$ cat config.mk
export PLATFORM = sky130hd
export DESIGN_NAME = image_scan_controller
export DESIGN_NICKNAME = d
export VERILOG_FILES = /design/src/rtl/image_scan_controller.sv
export SDC_FILE = /design/constraint.sdc
export NUM_CORES = 1
export LEC_CHECK = 0
export BUFFER_PORTS_ARGS = -buffer_cell sky130_fd_sc_hd__buf_2
export CORE_MARGIN = 2
export CORE_UTILIZATION = 53
export DETAILED_ROUTE_END_ITERATION = 8
export PLACE_DENSITY = 0.8
export SETUP_SLACK_MARGIN = 0.4
export SLEW_MARGIN = 15
export SYNTH_ARGS = -nofsm -noshare
export SYNTH_HDL_FRONTEND = slang
export SYNTH_SLANG_ARGS = --single-unit
$ cat constraint.sdc
create_clock -name Clock -period 2.4 [get_ports Clock]
set_input_delay 0.12 -clock Clock [delete_from_list [all_inputs] [get_ports Clock]]
set_output_delay 0.12 -clock Clock [all_outputs]
set_load 0.05 [all_outputs]
$ cat src/rtl/image_scan_controller.sv
// Raster-scan sequencer and ROM address arbiter: streams a full frame with row/col
// tags and shares the ROM address port with a random-access requester.
module image_scan_controller #(
  parameter int IMAGE_WIDTH  = 320,
  parameter int IMAGE_HEIGHT = 240,
  parameter int RA_BURST_MAX = 4
) (
  input  logic        Clock,
  input  logic        Reset_n,
  input  logic        start,
  input  logic        abort,
  output logic        busy,
  output logic        frame_done,
  output logic [7:0]  rom_row,
  output logic [8:0]  rom_col,
  input  logic [11:0] rom_data,
  output logic        pix_valid,
  input  logic        pix_ready,
  output logic [11:0] pixel_out,
  output logic [7:0]  pix_row,
  output logic [8:0]  pix_col,
  output logic        pix_last,
  input  logic        ra_req,
  input  logic [7:0]  ra_row,
  input  logic [8:0]  ra_col,
  output logic        ra_ack,
  output logic [11:0] ra_data
);

  localparam logic [7:0] LAST_ROW = 8'(IMAGE_HEIGHT - 1);
  localparam logic [8:0] LAST_COL = 9'(IMAGE_WIDTH - 1);
  localparam int FAIR_W = $clog2(RA_BURST_MAX + 1);
  localparam logic [FAIR_W-1:0] FAIR_MAX = FAIR_W'(RA_BURST_MAX);

  typedef enum logic [1:0] {IDLE, SCAN, DRAIN} state_t;

  state_t            state;
  logic [7:0]        scan_row, last_row;
  logic [8:0]        scan_col, last_col;
  logic [FAIR_W-1:0] fair_cnt;
  logic              scan_want, ra_grant, scan_issue, at_last, handshake;

  assign busy = (state != IDLE);

  always_comb begin
    // NOTE: every signal gets a default before any branch so no path infers a latch.
    rom_row    = last_row;
    rom_col    = last_col;
    scan_want  = (state == SCAN) && (!pix_valid || pix_ready);
    // Gating with Reset_n keeps the address port at zero for the whole reset.
    ra_grant   = Reset_n && ra_req && !(scan_want && (fair_cnt >= FAIR_MAX));
    scan_issue = scan_want && !ra_grant;
    at_last    = (scan_row == LAST_ROW) && (scan_col == LAST_COL);
    handshake  = pix_valid && pix_ready;
    if (ra_grant) begin
      rom_row = ra_row;
      rom_col = ra_col;
    end else if (scan_issue) begin
      rom_row = scan_row;
      rom_col = scan_col;
    end
  end

  always_ff @(posedge Clock or negedge Reset_n) begin
    if (!Reset_n) begin
      state      <= IDLE;
      scan_row   <= '0;
      scan_col   <= '0;
      last_row   <= '0;
      last_col   <= '0;
      fair_cnt   <= '0;
      frame_done <= 1'b0;
      pix_valid  <= 1'b0;
      pix_last   <= 1'b0;
      pixel_out  <= '0;
      pix_row    <= '0;
      pix_col    <= '0;
      ra_ack     <= 1'b0;
      ra_data    <= '0;
    end else begin
      // NOTE: non-blocking only here; later assignments in this block override earlier ones.
      ra_ack     <= ra_grant;
      frame_done <= 1'b0;
      if (ra_grant) ra_data <= rom_data;
      if (ra_grant || scan_issue) begin
        last_row <= rom_row;
        last_col <= rom_col;
      end
      if (handshake) begin
        pix_valid <= 1'b0;
        pix_last  <= 1'b0;
      end

      if (abort) begin
        state     <= IDLE;
        pix_valid <= 1'b0;
        pix_last  <= 1'b0;
        fair_cnt  <= '0;
      end else begin
        unique case (state)
          IDLE: begin
            fair_cnt <= '0;
            if (start) begin
              state    <= SCAN;
              scan_row <= '0;
              scan_col <= '0;
            end
          end
          SCAN: begin
            if (scan_issue) begin
              pixel_out <= rom_data;
              pix_row   <= scan_row;
              pix_col   <= scan_col;
              pix_valid <= 1'b1;
              pix_last  <= at_last;
              fair_cnt  <= '0;
              // Counters park on the last coordinate; DRAIN waits for its handshake.
              if (at_last) begin
                state <= DRAIN;
              end else if (scan_col == LAST_COL) begin
                scan_col <= '0;
                scan_row <= scan_row + 8'd1;
              end else begin
                scan_col <= scan_col + 9'd1;
              end
            end else if (ra_grant && scan_want) begin
              fair_cnt <= fair_cnt + 1'b1;
            end
          end
          DRAIN: begin
            if (handshake) begin
              state      <= IDLE;
              frame_done <= 1'b1;
            end
          end
          default: state <= IDLE;
        endcase
      end
    end
  end

endmodule

==> results by stage, run 1 <==
Timing:
- On the final layout, the worst hold slack is 0.00842 ns.
- The final-report setup violation count is 0.
- The remaining max-slew budget at the tightest pin is 0.410.
- Between clock sinks in the finished design, the worst skew comes to 0.00962 ns.
- The peak clock frequency supported by timing is 472 MHz.
- The transition time of the tightest slew-check pin is 0.885 ns.
- The setup slack of the critical path after layout is 0.282 ns.
- The final critical delay including setup and external delays is 2.12 ns.
- The final total negative setup slack is 0 ns.
- Dividing the final minimum period by the clock period gives 0.883.
- The max-slew violation total from the final report is 0.
- Setup repair after global routing could not meet its margin everywhere.
- The hold violation total from the final report is 0.

Routing:
- The remaining antenna violation count is 0.
- The average wire per cell in the routed design is 17.4 um.
- The number of design rule violations left after detail routing is 0.
- The routed design has 10.4 mm of wire.
- The initial DRC count is 197.
- The detailed-route vias per instance is 5.61.
- The via count is 3343.
- The first TritonRoute pass finished after 4 iterations.

Power and ir drop:
- The switching share of total power is 0.382.
- The clock network fraction of total power is 0.238.
- The static leakage is 2.74 nW.
- The internal power of the cells totals 0.00248 W.
- The peak ir drop on the vdd network is 0.000543 V.
- Of the total power, registers draw 0.423.
- The net load switching power is 0.00153 W.
- The total power density per cell area is 731 mW/mm^2.
- Of the total power, combinational logic draws 0.339.

Die:
- The floorplan step set the die width to 88.5 um.
- The height of the chip is 88.5 um.
- The initial utilization of the core area, before any placement, comes to 0.553.
- The area of the core is 0.00683 mm^2.
- The area enclosed by the die boundary is 0.00783 mm^2.
- The total I/O pin count is 98.
- The floorplan has 30 rows.

Worst hold path:
- The startpoint of the lowest-slack hold path is rom_data[7].
- The path category of the worst min-delay check is input pin to flip-flop.

Synthesis:
- The share of the yosys chip area belonging to registers is 0.556.
- After synthesis, the netlist uses 49 different library cells.
- In this run the mean area of a mapped cell was 11.5 um^2.
- The post-synthesis cell count is 330.
- After synthesis the cells add up to 0.00378 mm^2.
- The synthesized net count is 368.
- The post-synthesis register bit count is 84.
- In the post-synthesis netlist, the biggest area contributors are sky130_fd_sc_hd__dfrtp_1 (56%), sky130_fd_sc_hd__mux2_2 (11%), sky130_fd_sc_hd__nand2_1 (6.3%).
- For this run, the number of Yosys warnings is 0.
- Of the post-synthesis cell area, the dominant cell type holds 0.556.
- The cell accounting for the most synthesized area is sky130_fd_sc_hd__dfrtp_1.

Clocking:
- The H-tree was split into 3 levels.
- The clock tree from TritonCTS is yes.
- The maximum clock insertion buffer count is 2.
- The root buffer cell chosen for the clock tree is sky130_fd_sc_hd__clkbuf_8.
- The clock reaches the later pin of the worst-skew pair after 0.36 ns.
- The count of clock tree sinks is 84.
- The number of buffers inserted during clock tree synthesis is 9.
- After clock tree synthesis, the clock-pin slew on the worst setup and hold paths is 0.09 ns.

Setup path:
- The most common cell type on the critical path is sky130_fd_sc_hd__buf_6.
- The peak fanout along the critical path is 5.
- The worst register-to-register path begins at state[1]$_DFFE_PN0P_.
- The largest stage delay on the critical path is 0.43 ns.
- The signal on the critical path passes through nand2b_4 > buf_6 > nor3_4 > buf_6 > buf_6 > a22oi_2 > nand2_2 > buf_8.
- The type of destination of the critical path is an output pin.
- The critical-path cell with the highest stage delay is sky130_fd_sc_hd__dfrtp_2.
- The startpoint kind of the worst setup timing path is a flip-flop.
- The launch point of the critical path is state[1]$_DFFE_PN0P_.
- At the worst endpoint, the arrival time is 2.00 ns.
- The worst setup path category is flip-flop to output pin.
- At the worst endpoint, the required time is 2.28 ns.

Placement:
- Before CTS, the worst setup slack after placement is 0.283 ns.
- The count of buffers inserted at the top-level ports is 97.
- In this run the cell area measured after placement is 0.00442 mm^2.
- The global placer's final weighted congestion is 0.855.
- The post-DP HPWL is 5.93 mm.

Run:
- The max capacitance violation total is 0.

Global routing:
- The number of global-route vias before repair is 3202.
- After global routing the overflow that remains totals 0.
- The global-route usage over all layers is 0.266.
- The largest net degree at the start of global routing is 71.
- The first global-routing pass estimated 15.8 mm of wire.
- The initial antenna violation count was 0.

Layout:
- The area of all placed cells without fillers is 0.00549 mm^2.
- The area occupied by multi-input gates is 0.00177 mm^2.
- The share of post-route cells with drive strength above 1 is 0.530.
- The storage element area is 0.00211 mm^2.
- The number of inserted diodes is 0.
- The count of fill cells added during filler insertion is 404.
- The post-layout net count is 533.
- The area growth from synthesis to layout is 45.1%.

Status:
- The flow ran to the end, and the final reports show no timing, DRC or antenna violations.
==> cells in the final DEF (no fill, tap or decap), types with 3 or more instances in the layout <==
master	instances
sky130_fd_sc_hd__a22oi_2	16
sky130_fd_sc_hd__buf_8	11
sky130_fd_sc_hd__clkinvlp_4	3
sky130_fd_sc_hd__buf_4	42
sky130_fd_sc_hd__nand2_2	12
sky130_fd_sc_hd__clkbuf_8	10
sky130_fd_sc_hd__dlygate4sd3_1	21
sky130_fd_sc_hd__o21ai_0	6
sky130_fd_sc_hd__nand2_1	51
sky130_fd_sc_hd__buf_2	79
sky130_fd_sc_hd__nand3_1	5
sky130_fd_sc_hd__a31oi_1	9
sky130_fd_sc_hd__nor2_1	12
sky130_fd_sc_hd__mux2_1	3
sky130_fd_sc_hd__and3_1	4
sky130_fd_sc_hd__a21oi_1	14
sky130_fd_sc_hd__a41oi_1	4
sky130_fd_sc_hd__mux2_2	38
sky130_fd_sc_hd__o21a_1	5
sky130_fd_sc_hd__dfrtp_1	77
sky130_fd_sc_hd__dfrtp_2	7
sky130_fd_sc_hd__buf_6	15
==> worst paths after layout <==
path	slack, ns	cells past startpoint	to
worst max-delay path	0.28	8	rom_col[5]
worst min-delay path	0.008	2	ra_data[7]$_DFFE_PN0P_
worst max register to register	0.36	9	scan_col[4]$_DFFE_PN0P_
worst min register to register	0.50	2	pix_col[2]$_DFFE_PN0P_
max in group asynchronous	1.60	2	last_row[6]$_DFFE_PN0P_
min in group asynchronous	0.07	2	scan_row[6]$_DFFE_PN0P_
==> power by group through the flow <==
stage          clock (W)  sequential, W  combinational [W]
6_report        0.000956        0.00170            0.00136
5_1_grt          0.00102        0.00172            0.00143
2_1_floorplan          0        0.00209           0.000419
3_5_place_dp           0        0.00172            0.00109
3_3_place_gp           0        0.00171            0.00107
4_1_cts         0.000964        0.00169            0.00123
==> cell usage after synthesis (all sizes together) <==
library cell and n:
dfrtp 84, nand2 64, mux2 41, a21oi 17
a22oi 16, nor2 15, buf 11, a31oi 9
o21ai 8, and3 6, nand3 6, clkbuf 5
o21a 5, a21boi 4, a41oi 4, a22o 3
ha 3, nor3 3, a221o 2, and2b 2
inv 2, mux2i 2, nand2b 2, nand3b 2
nand4 2, nor3b 2, or2 2, a21bo 1
and2 1, and3b 1, and4b 1, nand4b 1
nor2b 1, nor4b 1, o31ai 1
==> what timing repair did <==
action                                 in CTS  in global routing
hold buffers                               21                  0
pin swaps                                  10                 29
endpoints found under the hold margin      37                  0
buffers inserted                           22                 20
gates cloned                                1                  0
setup endpoints to repair                  21                 31
resized for setup                          58                 41
==> flip-flops by register name (all words and copies together) (netlist names) <==
signal	flops
fair_cnt	3
frame_done	1
last_col	9
last_row	8
pix_col	9
pix_last	1
pix_row	8
pix_valid	1
pixel_out	12
ra_ack	1
ra_data	12
scan_col	9
scan_row	8
state	2
==> routing by layer <==
layer | up-vias | share of wire | track usage | routed length [um]
li1 | 1513 | - | - | -
met1 | 1649 | 0.40 | 0.351 | 4200
met2 | 155 | 0.50 | 0.420 | 5210
met3 | 26 | 0.064 | 0.0606 | 660
met4 | 0 | 0.031 | 0.125 | 320
met5 | - | 0 | 0 | 0
==> metrics by stage <==
| stage | instances | utilization | total power [W] |
|---|---|---|---|
| after floorplan | 330 | - | 0.00251 |
| after global placement | 516 | 0.647 | 0.00278 |
| after detailed placement | 516 | 0.647 | 0.00280 |
| after CTS | 576 | 0.761 | 0.00389 |
| after global routing | 596 | 0.803 | 0.00418 |
| final | 596 | 0.803 | 0.00401 |
==> critical path: cells and delay by family (launching register included) <==
family / cells / cell delay, ns
flops: 1 / 0.43
buf+inv: 4 / 0.57
simple gates: 3 / 0.58
compound gates: 1 / 0.07
==> final cells by class <==
class                   count  share of cell area
clock buffers              10              0.0251
clock inverters             6             0.00889
inverters                   2             0.00137
multi-input cells         228               0.322
flip-flops and latches     84               0.385
well taps                  96              0.0219
repair buffers            170               0.236
==> cells by family after synthesis <==
group,share of synthesized area
buffers and inverters,0.0232
DFF,0.556
and+or+nand+nor,0.154
muxes,0.127
AOI/OAI and AO/OA,0.130
adders and majority gates,0.00993
Power figures use the tool's default switching activity.
==> run 2, diff against run 1 <==
Settings changed: SETUP_SLACK_MARGIN 0.4 to not set.
==> results by stage, run 2 (synthesis results as in run 1) <==
Setup path:
- STA classifies the critical path endpoint as an output pin.
- The largest stage delay on the critical path is 0.54 ns (+0.11 ns).
- In this design, the critical path's most frequently occurring cell is sky130_fd_sc_hd__buf_4.
- The endpoint arrival time on the critical path was 2.13 ns (+0.13 ns).
- On the critical path, the stage with the largest delay is an instance of sky130_fd_sc_hd__dlygate4sd3_1.
- The peak fanout along the critical path is 21 (+16).
- The data required time at the worst endpoint is 2.28 ns (about the same).
- Traced cell by cell, the critical path runs through dlygate4sd3_1 > buf_4 > and3b_1 > nor3_4 > buf_4 > a22oi_1 > nand2_1 > buf_2.
- STA classifies the critical path startpoint as an input pin.
- The worst setup path category is input pin to output pin.
- The worst setup slack for register-to-register paths is 0.28 ns (-0.08 ns).

Clocking:
- The CTS clock-pin slew for the worst setup and hold paths was 0.08 ns (about the same).
- The count of clock tree sinks is 84 (unchanged).
- The clock insertion delay at the later pin of the skew report is 0.35 ns (about the same).
- The number of H-tree branching levels is 3 (unchanged).
- The maximum clock insertion buffer count is 2 (unchanged).
- The number of buffers inserted during clock tree synthesis is 9 (unchanged).
- The clock tree from TritonCTS is yes.
- The master cell of the clock root buffer is sky130_fd_sc_hd__clkbuf_8.

Routing:
- The via count is 2970 (-11%).
- The detailed-route vias per instance is 5.35 (-4.6%).
- The initial DRC count was 164 (-17%).
- The count of TritonRoute iterations in the first routing pass was 4 (unchanged).
- The total wirelength of the detailed-routed design came to 8.54 mm (-18%).
- The average wire per cell in the routed design is 15.4 um (-12%).
- The number of design rule violations left after detail routing was 0 (unchanged).
- The remaining antenna violation count is 0 (unchanged).

Timing:
- The share of the cycle needed by the critical path after routing is 0.937 (+0.0544).
- The remaining max-slew budget at the tightest pin was 0.448 (+0.0378).
- Setup repair after global routing left no endpoint under its margin.
- The transition time of the tightest slew-check pin is 0.828 ns (-0.0568 ns).
- The final total negative setup slack is 0 ns (unchanged).
- The final critical delay including setup and external delays is 2.25 ns (+0.131 ns).
- The peak clock frequency supported by timing came to 445 MHz (-5.8%).
- The setup skew after layout is 0.0108 ns (+0.00116 ns).
- The max-slew violation total from the final report is 0 (unchanged).
- The worst hold slack after final layout is 0.00809 ns (-0.000328 ns).
- The hold violation total from the final report is 0 (unchanged).
- The final-report setup violation count is 0 (unchanged).

Layout:
- Leaving out fill and tap cells, the most frequent cell in the layout is sky130_fd_sc_hd__buf_2.
- The number of inserted diodes is 0 (unchanged).
- The post-layout net count came to 492 (-7.7%).
- The share of post-route cells with drive strength above 1 came to 0.401 (-0.129).
- The share of the core filled with cells in the final layout is 0.709 (-0.0943).
- In the final layout, the registers with the most flip-flops are pixel_out (12), ra_data (12).
- Leaving out fill and tap cells, the most frequent cells in the layout are sky130_fd_sc_hd__buf_2 (94), sky130_fd_sc_hd__dfrtp_1 (83), sky130_fd_sc_hd__nand2_1 (63).
- The area occupied by multi-input gates was 0.00161 mm^2 (-9.1%).
- The area growth from synthesis to layout is 28.1%.
- The storage element area is 0.00210 mm^2 (-0.36%).
- The count of fill cells added during filler insertion was 538 (+33%).

Power and ir drop:
- The sum of internal, switching and leakage power is 0.00392 W (-2.4%).
- The static leakage is 2.51 nW (-8.6%).
- The peak ir drop on the vdd network is 0.000604 V (+11%).
- The total power density per cell area is 809 mW/mm^2 (+11%).

Global routing:
- The largest net degree at the start of global routing was 69 (-2.8%).
- The remaining global-route overflow is 0 (unchanged).
- The initial antenna violation count came to 0 (unchanged).
- The number of global-route vias before repair is 2896 (-9.6%).
- The global-route usage over all layers is 0.227 (-0.0386).
- The first-pass GRT wire length came to 13.6 mm (-14%).

Status:
- The run finished with clean final reports.

Placement:
- The global placer's final weighted congestion is 0.886 (+3.6%).
- The post-DP HPWL is 5.80 mm (-2.2%).
- The count of buffers inserted at the top-level ports is 97 (unchanged).

Die:
- The area enclosed by the die boundary is 0.00783 mm^2 (unchanged).
- The placement row count is 30 (unchanged).
- The height of the chip is 88.5 um (unchanged).
- The total I/O pin count is 98 (unchanged).
- The width of the chip is 88.5 um (unchanged).
- The starting utilization of the core area came to 0.553 (unchanged).
- The area of the core is 0.00683 mm^2 (unchanged).

Worst hold path:
- The path category of the worst min-delay check is input pin to flip-flop.

Run:
- The max capacitance violation total came to 0 (unchanged).
## run 2: cell count changes in the layout (fill, tap and decap cells not counted), moves of 6 or more
cell	delta
sky130_fd_sc_hd__buf_4	-28
sky130_fd_sc_hd__dfrtp_2	-6
sky130_fd_sc_hd__buf_8	-11
sky130_fd_sc_hd__a22oi_1	+16
sky130_fd_sc_hd__buf_6	-15
sky130_fd_sc_hd__buf_2	+15
sky130_fd_sc_hd__dfrtp_1	+6
sky130_fd_sc_hd__a22oi_2	-16
sky130_fd_sc_hd__nand2_1	+12
sky130_fd_sc_hd__nand2_2	-11
## run 2: worst paths after layout
kind                                    startpoint                       to  cells after the start
max reg2reg                scan_row[0]$_DFFE_PN0P_  scan_row[0]$_DFFE_PN0P_                      6
min in group asynchronous                  Reset_n  last_col[6]$_DFFE_PN0P_                      2
max                                        Reset_n               rom_row[3]                      8
min                                      ra_row[6]  last_row[6]$_DFFE_PN0P_                      3
max in group asynchronous                  Reset_n     state[1]$_DFFE_PN0P_                      3
min reg2reg                 pix_col[2]$_DFFE_PN0P_   pix_col[2]$_DFFE_PN0P_                      2
## run 2: cell type report
cell class / instances / share of cell area
inverter: 2 / 0.00155
multi-input combinational: 228 / 0.332
timing repair buffer: 129 / 0.161
sequential: 84 / 0.434
tap: 96 / 0.0248
clock buffer: 10 / 0.0284
clock inverter: 6 / 0.0178
## run 2: timing repair
action / CTS / global route
setup buffers: 0 / 2
pin swaps: 0 / 1
resized for setup: 1 / 4
hold endpoints to repair: 34 / 0
hold buffers: 19 / 0
endpoints found under the setup margin: 17 / 16
## run 2: where the power goes
part | switching (W) | leakage, nW | internal (W)
sequential | 0.0000980 | 1.09 | 0.00158
combinational | 0.000802 | 1.30 | 0.000323
clock | 0.000497 | 0.113 | 0.000614
## run 2: worst max-delay path: cells and delay by family
kind,cells,cell delay [ns]
AND/OR/NAND/NOR,3,0.63
buffers and inverters,4,1.26
AO/OA/AOI/OAI,1,0.10
## run 2: layer usage
metal | vias to the layer above | wire length (um) | global-route usage
met3 | 15 | 513 | 0.0532
met2 | 101 | 4060 | 0.351
met1 | 1425 | 3830 | 0.308
met5 | - | 0 | 0
met4 | 0 | 135 | 0.103
li1 | 1429 | - | -
## run 2: through the flow
| step | cell area, um^2 | setup slack, ns | instances |
|---|---|---|---|
| 2_1_floorplan | 3780 | 0.331 | 330 |
| 3_3_place_gp | 4400 | 0.318 | 518 |
| 3_5_place_dp | 4400 | 0.267 | 518 |
| 4_1_cts | 4820 | 0.0353 | 553 |
| 5_1_grt | 4840 | 0.0234 | 555 |
| 6_report | 4840 | 0.151 | 555 |
==> run 3, diff against run 2 <==
Settings changed: PLACE_DENSITY 0.8 to 0.91.
==> results by stage, run 3 (synthesis results as in run 1) <==
Die:
- The width of the chip is 88.5 um (unchanged).
- The area of the core is 0.00683 mm^2 (unchanged).
- The height of the chip came to 88.5 um (unchanged).
- The total I/O pin count is 98 (unchanged).
- The area enclosed by the die boundary is 0.00783 mm^2 (unchanged).
- The starting utilization of the core area came to 0.553 (unchanged).
- The placement row count is 30 (unchanged).

Clocking:
- The clock tree from TritonCTS is yes.
- The count of clock tree sinks is 84 (unchanged).
- The maximum clock insertion buffer count is 2 (unchanged).
- The CTS clock-pin slew for the worst setup and hold paths came to 0.08 ns (about the same).
- The number of H-tree branching levels is 3 (unchanged).
- The clock insertion delay at the later pin of the skew report is 0.36 ns (about the same).
- The number of buffers inserted during clock tree synthesis is 9 (unchanged).
- The master cell of the clock root buffer is sky130_fd_sc_hd__clkbuf_8.

Layout:
- The storage element area is 0.00210 mm^2 (about the same).
- The number of inserted diodes is 0 (unchanged).
- Leaving out fill and tap cells, the most frequent cells in the layout are sky130_fd_sc_hd__buf_2 (96), sky130_fd_sc_hd__dfrtp_1 (84), sky130_fd_sc_hd__nand2_1 (63).
- The share of post-route cells with drive strength above 1 is 0.390 (-0.0107).
- The area growth from synthesis to layout is 31.2%.
- The largest registers in the layout are pixel_out (12), ra_data (12).
- The area occupied by multi-input gates is 0.00161 mm^2 (+0.23%).
- The share of the core filled with cells in the final layout is 0.726 (+0.0174).
- The count of fill cells added during filler insertion was 494 (-8.2%).
- The post-layout net count is 502 (+2.0%).
- The most frequent standard cell in the layout excluding fill and tap cells is sky130_fd_sc_hd__buf_2.

Global routing:
- The number of global-route vias before repair came to 2984 (+3.0%).
- The initial antenna violation count is 0 (unchanged).
- The largest net degree at the start of global routing was 77 (+12%).
- The first-pass GRT wire length is 14.2 mm (+4.1%).
- The remaining global-route overflow is 0 (unchanged).
- The global-route usage over all layers is 0.239 (+0.0116).

Setup path:
- The number of cells on the worst reg-to-reg path was 6 (unchanged).
- The data required time at the worst endpoint is 2.28 ns (about the same).
- The worst register-to-register path ends at scan_row[0]$_DFFE_PN0P_.
- The endpoint arrival time on the critical path is 2.14 ns (about the same).
- The worst setup path is of the flip-flop to output pin kind.
- The peak fanout along the critical path was 11 (-48%).
- STA classifies the critical path endpoint as an output pin.
- The worst setup path is launched from a flip-flop.
- In this run the critical register-to-register path is launched from scan_row[0]$_DFFE_PN0P_.
- The worst setup slack for register-to-register paths was 0.21 ns (-0.07 ns).

Routing:
- The detailed-route vias per instance came to 5.52 (+3.1%).
- The average wire per cell in the routed design is 16.0 um (+4.0%).
- The remaining antenna violation count was 0 (unchanged).
- The count of TritonRoute iterations in the first routing pass was 4 (unchanged).
- The via count was 3118 (+5.0%).
- The initial DRC count is 166 (+1.2%).
- The total wirelength of the detailed-routed design is 9.04 mm (+5.8%).
- The number of design rule violations left after detail routing is 0 (unchanged).

Worst hold path:
- The worst-case hold path end point is last_row[1]$_DFFE_PN0P_.
- The startpoint of the lowest-slack hold path is ra_row[1].
- The path class of the tightest hold or removal check is input pin to flip-flop.
- The worst hold path stage count is 2 (-1).

Timing:
- The final critical delay including setup and external delays is 2.26 ns (+0.0121 ns).
- The max-slew violation total from the final report was 0 (unchanged).
- The setup slack of the critical path after layout is 0.139 ns (-0.0121 ns).
- The share of the cycle needed by the critical path after routing is 0.942 (+0.00503).
- The final-report setup violation count is 0 (unchanged).
- The peak clock frequency supported by timing was 442 MHz (-0.53%).
- The transition time of the tightest slew-check pin is 0.922 ns (+0.0938 ns).
- Setup repair after global routing left no endpoint under its margin.
- The final total negative setup slack came to 0 ns (unchanged).
- The remaining max-slew budget at the tightest pin is 0.385 (-0.0625).
- The hold violation total from the final report came to 0 (unchanged).
- The setup skew after layout is 0.00958 ns (-0.00120 ns).

Power and ir drop:
- The total power density per cell area is 802 mW/mm^2 (-0.79%).
- The static leakage was 2.55 nW (+1.9%).
- The peak ir drop on the vdd network is 0.000524 V (-13%).

Placement:
- The global placer's final weighted congestion is 0.873 (-1.5%).
- The count of buffers inserted at the top-level ports came to 97 (unchanged).
- The worst slack at placement came to 0.177 ns (-0.0901 ns).
- The post-DP HPWL is 5.92 mm (+2.1%).

Status:
- The flow ran to the end, and the final reports show no timing, DRC or antenna violations.

Run:
- The max capacitance violation total was 0 (unchanged).
-- run 3: cell count changes in the layout (fill, tap and decap cells not counted), moves of 2 or more --
cell / delta
sky130_fd_sc_hd__clkbuf_4: -2
sky130_fd_sc_hd__dlygate4sd3_1: +9
sky130_fd_sc_hd__clkinv_2: -2
sky130_fd_sc_hd__buf_2: +2
-- run 3: power by group --
part | total (W) | internal (W) | switching, W
Clock | 0.00115 | 0.000644 | 0.000507
Combinational | 0.00113 | 0.000332 | 0.000803
Sequential | 0.00170 | 0.00158 | 0.000113
-- run 3: critical path, cell delays in order, from the launching register on --
cell	delay [ns]
sky130_fd_sc_hd__dfrtp_1	0.46
sky130_fd_sc_hd__nand2b_1	0.28
sky130_fd_sc_hd__nor2_4	0.22
sky130_fd_sc_hd__a21oi_4	0.07
sky130_fd_sc_hd__buf_4	0.18
sky130_fd_sc_hd__a221o_1	0.36
sky130_fd_sc_hd__buf_2	0.21
-- run 3: worst max path at each step --
stage                     slack [ns]  depth (start not counted)                  from         end
final                           0.14                          6  state[1]$_DFFE_PN0P_  rom_row[1]
after detailed placement        0.18                          6  state[1]$_DFFE_PN0P_  rom_col[0]
after global placement          0.25                          6  state[1]$_DFFE_PN0P_  rom_col[8]
after floorplan                 0.33                          6   pix_valid$_DFF_PN0_  rom_col[5]
after CTS                       0.04                          6  state[1]$_DFFE_PN0P_  rom_col[0]
after global routing            0.07                          6  state[1]$_DFFE_PN0P_  rom_row[1]
-- run 3: metrics by stage --
stage | power [W] | cells | hold WS [ns] | cell area (um^2)
after floorplan | 0.00250 | 330 | -0.176 | 3780
after CTS | 0.00399 | 563 | 0.00983 | 4930
final | 0.00398 | 565 | 0.0210 | 4960
after global placement | 0.00277 | 517 | -0.0270 | 4390
after detailed placement | 0.00280 | 517 | -0.0213 | 4390
after global routing | 0.00415 | 565 | 0.0104 | 4960
-- run 3: what timing repair did --
action,4_1_cts,5_1_grt
setup buffers,2,2
hold buffers,28,0
endpoints found under the setup margin,17,16
pin swaps,1,0
endpoints found under the hold margin,44,0
resized for setup,2,0
-- run 3: layout make-up --
cell class	count	area share
flip-flops and latches	84	0.424
clock buffers	11	0.0305
well taps	96	0.0242
repair buffers	139	0.179
inverters	2	0.00151
clock inverters	5	0.0169
multi-input cells	228	0.325
-- run 3: per-layer routing --
metal	vias up	track usage	share of wire	wire (um)
met2	122	0.425	0.51	4590
li1	1441	-	-	-
met5	-	0	0	0
met3	18	0.0765	0.060	543
met4	0	0.0592	0.013	116
met1	1537	0.281	0.42	3780
